<file path="src/rtl/channel_sequencer.sv">
// Song-ROM pattern sequencer for one tone channel: fetches 16-bit event words
// and presents note/gate for durations counted in frame ticks, with one loop level.
module channel_sequencer #(
   parameter int ADDR_WIDTH = 6,
   parameter int NOTE_WIDTH = 6
) (
   input  logic                  i_clk,
   input  logic                  i_rst_n,
   input  logic                  i_start,
   input  logic                  i_stop,
   input  logic                  i_tick,
   output logic [ADDR_WIDTH-1:0] o_rom_addr,
   input  logic [15:0]           i_rom_data,
   output logic [NOTE_WIDTH-1:0] o_note,
   output logic                  o_gate,
   output logic                  o_note_strobe,
   output logic                  o_playing,
   output logic                  o_done
);

   localparam logic [1:0] S_IDLE   = 2'd0;
   localparam logic [1:0] S_FETCH  = 2'd1;
   localparam logic [1:0] S_DECODE = 2'd2;
   localparam logic [1:0] S_HOLD   = 2'd3;

   localparam logic [1:0] OP_NOTE = 2'd0;
   localparam logic [1:0] OP_REST = 2'd1;
   localparam logic [1:0] OP_LOOP = 2'd2;

   localparam logic [ADDR_WIDTH-1:0] PC_ONE = 1;

   logic [1:0]            state_q, state_d;
   logic [ADDR_WIDTH-1:0] pc_q, pc_d;
   logic [NOTE_WIDTH-1:0] note_q, note_d;
   logic                  gate_q, gate_d;
   logic                  strobe_q, strobe_d;
   logic                  playing_q, playing_d;
   logic                  done_q, done_d;
   logic [7:0]            cnt_q, cnt_d;
   logic                  loop_active_q, loop_active_d;
   logic [3:0]            loop_rem_q, loop_rem_d;

   logic [1:0]            ev_op;
   logic [3:0]            ev_count;
   logic [ADDR_WIDTH-1:0] ev_target;
   logic [7:0]            ev_dur;
   logic [NOTE_WIDTH-1:0] ev_note;

   assign ev_op     = i_rom_data[15:14];
   assign ev_count  = i_rom_data[13:10];
   assign ev_target = i_rom_data[ADDR_WIDTH-1:0];
   assign ev_dur    = i_rom_data[7:0];
   assign ev_note   = i_rom_data[8 +: NOTE_WIDTH];

   always_comb begin
      state_d       = state_q;
      pc_d          = pc_q;
      note_d        = note_q;
      gate_d        = gate_q;
      strobe_d      = 1'b0;
      done_d        = 1'b0;
      cnt_d         = cnt_q;
      loop_active_d = loop_active_q;
      loop_rem_d    = loop_rem_q;

      case (state_q)
         S_IDLE: begin
            if (i_start && !i_stop) begin
               pc_d          = '0;
               loop_active_d = 1'b0;
               state_d       = S_FETCH;
            end
         end
         S_FETCH: state_d = S_DECODE;
         S_DECODE: begin
            case (ev_op)
               OP_NOTE: begin
                  note_d   = ev_note;
                  gate_d   = 1'b1;
                  strobe_d = 1'b1;
                  cnt_d    = ev_dur;
                  state_d  = S_HOLD;
               end
               OP_REST: begin
                  gate_d  = 1'b0;
                  cnt_d   = ev_dur;
                  state_d = S_HOLD;
               end
               OP_LOOP: begin
                  // Count 0 loops forever regardless of any counted loop in progress.
                  if (ev_count == 4'd0) begin
                     pc_d = ev_target;
                  end else if (!loop_active_q) begin
                     loop_active_d = 1'b1;
                     loop_rem_d    = ev_count - 4'd1;
                     pc_d          = ev_target;
                  end else if (loop_rem_q != 4'd0) begin
                     loop_rem_d = loop_rem_q - 4'd1;
                     pc_d       = ev_target;
                  end else begin
                     loop_active_d = 1'b0;
                     pc_d          = pc_q + PC_ONE;
                  end
                  state_d = S_FETCH;
               end
               default: begin
                  done_d  = 1'b1;
                  gate_d  = 1'b0;
                  state_d = S_IDLE;
               end
            endcase
         end
         default: begin
            // A loaded count of 0 wraps to 255 on the first tick, giving 256 ticks.
            if (i_tick) begin
               cnt_d = cnt_q - 8'd1;
               if (cnt_q == 8'd1) begin
                  gate_d  = 1'b0;
                  pc_d    = pc_q + PC_ONE;
                  state_d = S_FETCH;
               end
            end
         end
      endcase

      if (i_stop && (state_q != S_IDLE)) begin
         state_d       = S_IDLE;
         gate_d        = 1'b0;
         loop_active_d = 1'b0;
         strobe_d      = 1'b0;
         done_d        = 1'b0;
      end

      playing_d = (state_d != S_IDLE);
   end

   always_ff @(posedge i_clk or negedge i_rst_n) begin
      if (!i_rst_n) begin
         state_q       <= S_IDLE;
         pc_q          <= '0;
         note_q        <= '0;
         gate_q        <= 1'b0;
         strobe_q      <= 1'b0;
         playing_q     <= 1'b0;
         done_q        <= 1'b0;
         cnt_q         <= '0;
         loop_active_q <= 1'b0;
         loop_rem_q    <= '0;
      end else begin
         state_q       <= state_d;
         pc_q          <= pc_d;
         note_q        <= note_d;
         gate_q        <= gate_d;
         strobe_q      <= strobe_d;
         playing_q     <= playing_d;
         done_q        <= done_d;
         cnt_q         <= cnt_d;
         loop_active_q <= loop_active_d;
         loop_rem_q    <= loop_rem_d;
      end
   end

   assign o_rom_addr    = pc_q;
   assign o_note        = note_q;
   assign o_gate        = gate_q;
   assign o_note_strobe = strobe_q;
   assign o_playing     = playing_q;
   assign o_done        = done_q;

endmodule
</file>
<file path="config.mk">
export PLATFORM = sky130hd
export DESIGN_NAME = channel_sequencer
export DESIGN_NICKNAME = d
export VERILOG_FILES = /design/src/rtl/channel_sequencer.sv
export SDC_FILE = /design/constraint.sdc
export NUM_CORES = 1
export LEC_CHECK = 0
export ABC_CLOCK_PERIOD_IN_PS = 5100
export CAP_MARGIN = 15
export CORE_UTILIZATION = 31
export CTS_BUF_LIST = sky130_fd_sc_hd__clkbuf_8
export DETAILED_ROUTE_END_ITERATION = 7
export PLACE_DENSITY = 0.63
export SYNTH_ARGS = -nofsm -noshare
export SYNTH_HDL_FRONTEND = slang
export SYNTH_SLANG_ARGS = --single-unit
</file>
<file path="constraint.sdc">
create_clock -name i_clk -period 5.1 [get_ports i_clk]
set_input_delay 1.02 -clock i_clk [delete_from_list [all_inputs] [get_ports i_clk]]
set_output_delay 1.02 -clock i_clk [all_outputs]
set_load 0.01 [all_outputs]
</file>
# Word level (Yosys, flattened, before mapping)
# Cells that the tools add are included.
# classes
addsub,4
n_eq_ne,14
muxes,37
bitwise_logic,3
reduce_logical,24
# op_table
operator,n
6-bit 2-to-1 mux,7
6-bit one-hot mux with 3 select lines,1
8-bit 2-to-1 mux,2
8-bit one-hot mux with 2 select lines,1
1-bit 2-to-1 mux,15
3-bit nonzero test,5
4-bit AND reduction,3
3-bit inequality test (second input constant),3
8-bit by 1-bit == test with 1-bit output (second input constant),1
2-bit 2-to-1 mux,4
4-bit 2-to-1 mux,2
4-bit by 1-bit subtractor with 4-bit output (second input constant),2
8-bit by 1-bit subtractor with 8-bit output (second input constant),1
6-bit by 1-bit adder with 6-bit output (second input constant),1
2-bit by 1-bit inequality test with 1-bit output (second input constant),3
1-bit one-hot mux with 2 select lines,3
2-bit one-hot mux with 3 select lines,1
2-bit nonzero test,3
5-bit AND reduction,1
2-bit by 1-bit == test with 1-bit output (second input constant),2
2-bit == test (second input constant),2
2-bit zero test,2
4-bit zero test,1
2-bit inequality test (second input constant),2
10 further kinds,14
# totals
ff_bits,31
inputBits,21
out_inout_bits,16
elab_cells,92

# Logic depth before layout (Yosys ltp)
# depth
word_depth,7
depth_mapped,8
mapped_depth_nobuf,7

# Worst setup path after synthesis
# No wires, ideal clock.
# synth_path
path_kind,input port to flip-flop
startpoint,input port i_rom_data[11]
endpoint,register pc_q[4] (netlist: o_rom_addr[4])
setup_ps,123
t_arrival_ps,2308
t_required_ps,4977
slack_ps,2670
stages,5
path_buffers,0
path_cell_list,or4_1 -> nand3_1 -> mux2_2 -> a221oi_2 -> nor2_1
# synth_between
elab_chain_cells,4
# synth_lines
item,line,rtl
from (decl),13,"input logic [15:0] i_rom_data,"
4-bit zero test,91,if (ev_count == 4'd0) begin
6-bit 2-to-1 mux,91,
6-bit 2-to-1 mux,76,case (ev_op)
6-bit one-hot mux with 3 select lines,66,case (state_q)
to (signal assigned),151,pc_q <= pc_d;
to (decl),33,"logic [ADDR_WIDTH-1:0] pc_q, pc_d;"
# Every way passes these cells. The select of a mux whose other input is x is not followed.
# A chain may end at the register's enable or synchronous reset.

# Worst setup path after layout
# layout_path
startpoint,input port i_rom_data[11]
endpoint,register pc_q[3] (netlist: o_rom_addr[3])
# The elaborated chain is that of the path after synthesis.

==> results.py <==
metrics = {
    "run_status": {
        "status": "complete, no violations",
    },
    "floorplanning": {
        "die_w_um": 77.8,
        "io_pins": 37,
        "die_height_um": 77.8,
        "design.core.area_um2": 5510,
        "rows": 27,
        "dieArea_um2": 6050,
        "start_util": 0.323,
    },
    "place": {
        "dpl.hpwl_um": 2930,
        "port_buffers": 36,
        "pre_cts_slack_ps": 1960,
        "placedInstanceArea_um2": 2200,
        "gp_congestion": 0.751,
    },
    "worst_setup_path": {
        "cp-start-kind": "input pin",
        "r2r_slack_ps": 2340,
        "endpoint_kind": "flip-flop",
        "r2r-end": "o_note[5]",
        "worstPathArrival_ps": 2980,
        "r2r_cells": 4,
        "path_class": "input pin to flip-flop",
        "rr_startpoint": "state_q[0]",
        "crit_fanout": 7,
        "crit_required_ps": 5250,
    },
    "synthesis": {
        "netlist_instances": 190,
        "synth_top_flop_cell": "dfrtp_1",
        "synth_top_area_frac": 0.436,
        "synth_edf_count": 0,
        "synthTopCellsByArea": "dfrtp_1 44%, a21oi_1 5.1%, mux2_2 5.1%, o21ai_0 4.2%, nor2_1 4.0%",
        "avgSynthCellArea_um2": 9.36,
        "yosys.cell_types.count": 44,
        "async_reset_ff_frac": 1.00,
        "synth_seq_cells": 31,
        "synth_area_um2": 1780,
        "seq_area_frac_synth": 0.436,
        "yosys.area.top_type": "dfrtp_1",
        "synth_nets": 215,
        "yosys_warnings": 0,
    },
    "routing": {
        "vias": 1553,
        "drtIter0Drc": 91,
        "dr.pass1.iters": 4,
        "drc": 0,
        "final_antenna_net_count": 0,
        "routedWlPerCell_um": 13.8,
        "wl_um": 4120,
        "via_per_inst": 5.21,
    },
    "sta": {
        "min_period_ps": 2830,
        "finalCritPeriodShare": 0.555,
        "slew_headroom": 0.273,
        "timing.final.ws_setup_ps": 2270,
        "finalSetupViolCount": 0,
        "worst_pin_slew_ps": 1090,
        "fmax_mhz": 353,
        "hold_viol": 0,
        "slew_viol_final": 0,
        "worst_hold_slack_ps": 508,
        "rsz0062_at_grt": "false",
        "fin_setup_tns_ps": 0,
        "clock_skew_ps": 3.56,
    },
    "cells_and_area": {
        "syn2layout_area_growth_pct": 28.2,
        "diodes": 0,
        "final_nets": 250,
        "layout_common_cells": "36 x clkdlybuf4s50_1, 31 x dfrtp_1, 19 x nor2_1",
        "final_cell_area_um2": 2280,
        "drive_gt1_frac": 0.102,
        "final_common_cell": "clkdlybuf4s50_1",
        "utilization": 0.414,
    },
    "power": {
        "p_int_uw": 569,
        "clkPwrFrac": 0.214,
        "ir_drop_uv": 203,
        "power.share.combinational": 0.337,
        "p_sw_frac": 0.351,
        "leakage_uw": 0.000902,
        "power_per_cell_area_nw_per_um2": 384,
        "switchingPower_uw": 307,
        "pwr-share-seq": 0.449,
    },
    "global_routing": {
        "antenna_found_initial": 0,
        "grt-ovfl-total": 0,
        "grt_use_total": 0.146,
        "grt_pass1_wl_um": 6840,
        "grt_max_degree": 32,
        "grt_pass1_vias": 1455,
    },
    "clock_tree": {
        "clk_latency_ps": 280,
        "postCtsSetupBuffers": 0,
        "htree_num_levels": 2,
        "cts_hold_buf": 0,
        "clk_path_buf_depth": 2,
        "cts_root_buf": "clkbuf_8",
        "cts_buffers": 5,
        "cts_sinks": 31,
        "cts_tree": "done",
        "cts_resized": 0,
        "clkTransAtPathRegs_ps": 70,
    },
    "worst_hold_path": {
        "whs_path_depth": 1,
        "min_to": "o_note[3]",
        "hp-class": "flip-flop to flip-flop",
        "hold_path_startpoint": "o_note[3]",
    },
    "job": {
        "maxCapViolCount": 0,
    },
}
[critical path, cell delays in order]
cell and delay (ps):
clkdlybuf4s50_1 450, or4_1 600, a41oi_1 580, nor2_1 100, o21ai_0 150, o21ai_1 80
[cells by family after synthesis]
| kind of cell | count (synthesis) | share of synthesized area |
|---|---|---|
| simple gates | 68 | 0.201 |
| compound gates | 58 | 0.214 |
| flops | 31 | 0.436 |
| buf+inv | 14 | 0.0331 |
| mux | 12 | 0.0731 |
| fa+ha+maj | 4 | 0.0281 |
| xor+xnor | 3 | 0.0148 |
[layer usage]
metal / GRT usage / wire, µm
met1: 0.196 / 1980
met2: 0.221 / 1880
met3: 0.0424 / 208
met4: 0.0491 / 44
met5: 0 / 0
[flip-flops by register name (all words and copies together) (netlist names)]
register / count
state_q: 2
o_note_strobe: 1
o_gate: 1
cnt_q: 8
loop_active_q: 1
o_playing: 1
o_rom_addr: 6
loop_rem_q: 4
o_note: 6
o_done: 1
[power by group through the flow]
stage | logic (µW) | registers (µW) | clock network [µW]
6_report | 295 | 393 | 187
5_1_grt | 331 | 404 | 204
4_1_cts | 298 | 392 | 194
3_5_place_dp | 297 | 395 | 0
3_3_place_gp | 286 | 394 | 0
2_1_floorplan | 180 | 388 | 0
[cell usage after synthesis, drive strengths merged (2+ instances only)]
cell type and count:
dfrtp 31, nor2 19, o21ai 19, a21oi 18, nand2 9, mux2 8
nor3 7, nand2b 6, nand3 6, nor2b 6, clkbuf 5, inv 5
o22ai 5, buf 4, ha 4, mux2i 4, nor3b 3, a22oi 2
a31oi 2, a41oi 2, and3 2, nand3b 2, nor4 2, o31ai 2
or4 2, xor2 2
[how the worst max path moves through the flow]
stage,from,cells after the start,end,slack (ps)
4_1_cts,i_rom_data[11],6,o_rom_addr[5],2250
6_report,i_rom_data[11],6,o_rom_addr[3],2270
2_1_floorplan,i_rom_data[11],5,o_rom_addr[4],2670
3_5_place_dp,i_rom_data[11],6,o_rom_addr[5],1960
3_3_place_gp,i_rom_data[11],6,o_rom_addr[3],2000
5_1_grt,i_rom_data[10],6,o_rom_addr[1],2080
[area by class of cell]
type                            count  area, µm²
Sequential cell                    31        776
Timing Repair Buffer               37        368
Fill cell                         551       3230
Clock buffer                        5       68.8
Clock inverter                      3       15.0
Multi-Input combinational cell    145        945
Inverter                            5       18.8
Tap cell                           72       90.1
[stage by stage]
stage	instances	power [µW]
finish	298	876
global route	298	939
global placement	290	680
detailed placement	290	692
floorplan	190	569
CTS	298	885
Power figures use the tool's default switching activity.
==> RTL edit 1: new RTL, same settings <==
Change the parameter `ADDR_WIDTH` from 6 to 5.
--- a/src/rtl/channel_sequencer.sv
+++ b/src/rtl/channel_sequencer.sv
@@ -2,5 +2,5 @@
 // and presents note/gate for durations counted in frame ticks, with one loop level.
 module channel_sequencer #(
-   parameter int ADDR_WIDTH = 6,
+   parameter int ADDR_WIDTH = 5,
    parameter int NOTE_WIDTH = 6
 ) (
Interface: changed (resized o_rom_addr); port bits go from 37 to 36. The function was not compared with the original's and may differ.
==> RTL edit 1 against the unedited design <==
Area after synthesis grew 1.6%. Sequential share of layout area shrank 1.4 points. First-iteration DRC count grew 21%. Total power grew 4.8%. Setup slack gained 170 ps. Cell area grew 0.88%. Combinational power grew 16%. Synthesized cell count grew 1.6%. Wire length grew 5.3%. Sequential cell count shrank 1.
==> RTL edit 1: results (changes against the unedited design) <==
run_status:
  status: "finished clean"
detailed_routing:
  wl_met2_um: 2030  # +8.0%
  wl_met1_um: 2040  # +2.7%
  routed_via_density: 5.40  # +3.7%
  drt-total-wl_um: 4340  # +5.3%
  drtIter0Drc: 110  # +21%
placed_design:
  port_buffers: 35  # -2.8%
  place_area_mm2: 0.00222  # +0.97%
final_layout:
  final_nets: 253  # +1.2%
pwr:
  leakage_nw: 0.900  # -0.22%
  peakVddDrop_uv: 177  # -13%
  p_switching_mw: 0.332  # +8.0%
  pg_seq_mw: 0.389  # -1%
sta:
  holdWs_ps: 506  # -2.51 ps
  max_slew_margin_pct: 27.8  # +0.55 points
global_route:
  grtUsageMet3_pct: 4.88  # +0.65 points
  grt_pass1_vias: 1531  # +5.2%
  use_met2_pct: 24.0  # +1.9 points
  grt_max_degree: 31  # -3.1%
  groute.usage.overall_pct: 15.5  # +0.94 points
  grt_use_met1_pct: 19.8  # +0.15 points
  grt_pass1_wl_um: 7260  # +6.0%
setup_path:
  cp-endpoint: "cnt_q[4]"
  reg2reg_to: "cnt_q[7]"
  rr_startpoint: "state_q[1]"
  critPathMaxFanout: 16  # +9
  crit_slowest_cell: "o21ai_1"
  cp.arrival_ps: 2830  # -150 ps
  r2r_slack_ps: 2840  # +500 ps
  critPathMaxStageDelay_ps: 790  # +190 ps
synth:
  synth_xor_area_share_pct: 1.45  # -0.024 points
  synthMuxAreaShare_pct: 5.40  # -1.9 points
  synth_common_cells: "dfrtp_1, nor2_1, o21ai_0"
  syn_nets: 218  # +1.4%
  synth_fa_ha_area_share_pct: 2.77  # -0.045 points
  synthDistinctLibCells: 57  # +30%
  ys_seq_area_share_pct: 41.5  # -2.1 points
worst_hold_path:
  hp-start: "o_note[1]"
  whs_endpoint: "o_note[1]"
## RTL edit 1: changes by cell type in the layout (fill, tap and decap cells not counted), moves of 3 or more
| cell | change |
|---|---|
| a21oi_1 | -6 |
| a31oi_1 | +3 |
| and2_1 | +3 |
| clkinv_2 | -3 |
| nand2_1 | +4 |
| nor2_1 | -3 |
| nor2b_1 | -3 |
| nor3_1 | -4 |
| o21ai_1 | +3 |
| o221ai_1 | +3 |
| o22ai_1 | -5 |
## RTL edit 1: through the flow
stage	std cells	setup WS, ps	utilization (%)
CTS	299	2500	41.3
detailed placement	293	2170	39.8
global route	299	2280	41.3
floorplan	193	2910	-
finish	299	2440	41.3
global placement	293	2230	39.8
## RTL edit 1: cell type report
cell class / count / area, um2
Fill cell: 583 / 3270
Multi-Input combinational cell: 149 / 997
Sequential cell: 30 / 751
Timing Repair Buffer: 36 / 358
Tap cell: 72 / 90.1
Clock buffer: 6 / 82.6
Inverter: 6 / 22.5
==> RTL edit 2: new RTL, same flow settings <==
Without the edit above. Register the inputs `i_start`, `i_stop`, `i_tick` and `i_rom_data` before use, cleared by the reset. The logic sees them one clock later.
--- a/src/rtl/channel_sequencer.sv
+++ b/src/rtl/channel_sequencer.sv
@@ -30,4 +30,23 @@
    localparam logic [ADDR_WIDTH-1:0] PC_ONE = 1;
 
+   logic i_start_q;
+   logic i_stop_q;
+   logic i_tick_q;
+   logic [15:0] i_rom_data_q;
+
+   always_ff @(posedge i_clk or negedge i_rst_n) begin
+      if (!i_rst_n) begin
+         i_start_q    <= '0;
+         i_stop_q     <= '0;
+         i_tick_q     <= '0;
+         i_rom_data_q <= '0;
+      end else begin
+         i_start_q    <= i_start;
+         i_stop_q     <= i_stop;
+         i_tick_q     <= i_tick;
+         i_rom_data_q <= i_rom_data;
+      end
+   end
+
    logic [1:0]            state_q, state_d;
    logic [ADDR_WIDTH-1:0] pc_q, pc_d;
@@ -47,9 +66,9 @@
    logic [NOTE_WIDTH-1:0] ev_note;
 
-   assign ev_op     = i_rom_data[15:14];
-   assign ev_count  = i_rom_data[13:10];
-   assign ev_target = i_rom_data[ADDR_WIDTH-1:0];
-   assign ev_dur    = i_rom_data[7:0];
-   assign ev_note   = i_rom_data[8 +: NOTE_WIDTH];
+   assign ev_op     = i_rom_data_q[15:14];
+   assign ev_count  = i_rom_data_q[13:10];
+   assign ev_target = i_rom_data_q[ADDR_WIDTH-1:0];
+   assign ev_dur    = i_rom_data_q[7:0];
+   assign ev_note   = i_rom_data_q[8 +: NOTE_WIDTH];
 
    always_comb begin
@@ -66,5 +85,5 @@
       case (state_q)
          S_IDLE: begin
-            if (i_start && !i_stop) begin
+            if (i_start_q && !i_stop_q) begin
                pc_d          = '0;
                loop_active_d = 1'b0;
@@ -113,5 +132,5 @@
          default: begin
             // A loaded count of 0 wraps to 255 on the first tick, giving 256 ticks.
-            if (i_tick) begin
+            if (i_tick_q) begin
                cnt_d = cnt_q - 8'd1;
                if (cnt_q == 8'd1) begin
@@ -124,5 +143,5 @@
       endcase
 
-      if (i_stop && (state_q != S_IDLE)) begin
+      if (i_stop_q && (state_q != S_IDLE)) begin
          state_d       = S_IDLE;
          gate_d        = 1'b0;
Function: changed (a bounded check fails within 4 cycles, from zero or initial values and one cycle with i_rst_n low).
==> RTL edit 2 against the unedited design <==
Area after synthesis increased by 27%. Sequential cell count increased by 19. Critical path type is now reg -> out. Total power increased by 34%. Hold slack got worse by 64 ps. Clock skew increased by 4.9 ps. Setup slack improved by 500 ps. Largest cell class is now sequential cells. First-iteration DRC count decreased by 1.1%. Wire length increased by 12%. Cell area increased by 24%.
==> RTL edit 2: results (changes against the unedited design) <==
clock_tree:
  path_clk_slew_ps: 90  # +20 ps
  clk_latency_ps: 310  # +30 ps
global_route:
  grt_max_degree: 51  # +59%
  grt_pass1_wl_um: 7780  # +14%
  groute.usage.overall_pct: 13.5  # -1.1 points
synth:
  syn_inst: 221  # +16%
  ys_seq_area_share_pct: 55.3  # +12 points
  syn_nets: 246  # +14%
worst_hold_path:
  hold_depth: 2  # +1
  hp-start: "i_rom_data_q[9]"
setup_path:
  critPathMaxFanout: 4  # -3
  rr_startpoint: "state_q[1]"
  r2r_slack_ps: 2980  # +640 ps
  cp.arrival_ps: 1310  # -1670 ps
  critPathMaxStageDelay_ps: 560  # -40 ps
  cp_top_family: "buffers and inverters"
  r2r_cells: 5  # +1
  reg2reg_to: "o_rom_addr[0]"
  crit_slowest_cell: "clkdlybuf4s50_1"
detailed_routing:
  drt-total-wl_um: 4620  # +12%
  via_count: 1733  # +12%
sta:
  holdWs_ps: 444  # -64.0 ps
  finalClockSkew_ps: 8.42  # +4.86 ps
placed_design:
  dp_cells: 343  # +18%
  place_hpwl_um: 3320  # +13%
  dp_slack_ps: 2670  # +715 ps
  place.gp.congestion: 0.847  # +13%
final_layout:
  drive_gt1_share_pct: 8.17  # -2.0 points
  final_cells: 353  # +18%
  final_nets: 281  # +12%
pwr:
  peakVddDrop_uv: 158  # -22%
run_status:
  status: "finished clean"
==> RTL edit 2: cell types whose count changed after synthesis, sizes merged, moves of 4 or more <==
cell	delta
dfrtp	+19
nand2	+18
mux2	-7
nand2b	-4
==> RTL edit 2: layer usage <==
| layer | routed length (um) | vias to the layer above | track usage (%) |
|---|---|---|---|
| li1 | - | 857 | - |
| met1 | 2290 | 821 | 18.8 |
| met2 | 2080 | 47 | 20.4 |
| met3 | 154 | 8 | 2.84 |
| met4 | 96 | 0 | 5.37 |
| met5 | 0 | - | 0 |
==> RTL edit 2: kinds of logic (layout without fill, tap and decap cells) <==
logic type	Yosys count	after routing	synth area share, %
adder cells (fa/ha/maj)	4	4	2.21
buffers and inverters	17	53	3.49
multiplexers	4	4	1.83
XOR/XNOR	3	3	1.16
AND/OR/NAND/NOR	79	79	17.4
AO/OA/AOI/OAI	64	64	18.6
flip-flops	50	50	55.3
==> RTL edit 2: report_power, final <==
part           internal, mW  switching [mW]
sequential            0.472          0.0827
clock                 0.147           0.137
combinational         0.167           0.166
total                 0.786           0.386
==> RTL edit 2: cell type report <==
cell class | instances | area [um2]
clock buffers | 5 | 68.8
clock inverters | 3 | 43.8
fillers | 686 | 4080
inverters | 7 | 26.3
multi-input cells | 154 | 931
flip-flops and latches | 50 | 1250
well taps | 96 | 120
repair buffers | 38 | 383
==> RTL edit 2: how the worst max path moves through the flow <==
stage	from	endpoint	slack, ps	cells after the start
2_1_floorplan	i_rom_data_q[10]	o_rom_addr[1]	3310	6
3_3_place_gp	state_q[1]	loop_rem_q[2]	2770	5
3_5_place_dp	state_q[1]	loop_rem_q[3]	2670	5
4_1_cts	state_q[1]	loop_rem_q[3]	2660	5
5_1_grt	o_rom_addr[0]	o_rom_addr[0]	2710	1
6_report	o_rom_addr[4]	o_rom_addr[4]	2770	1
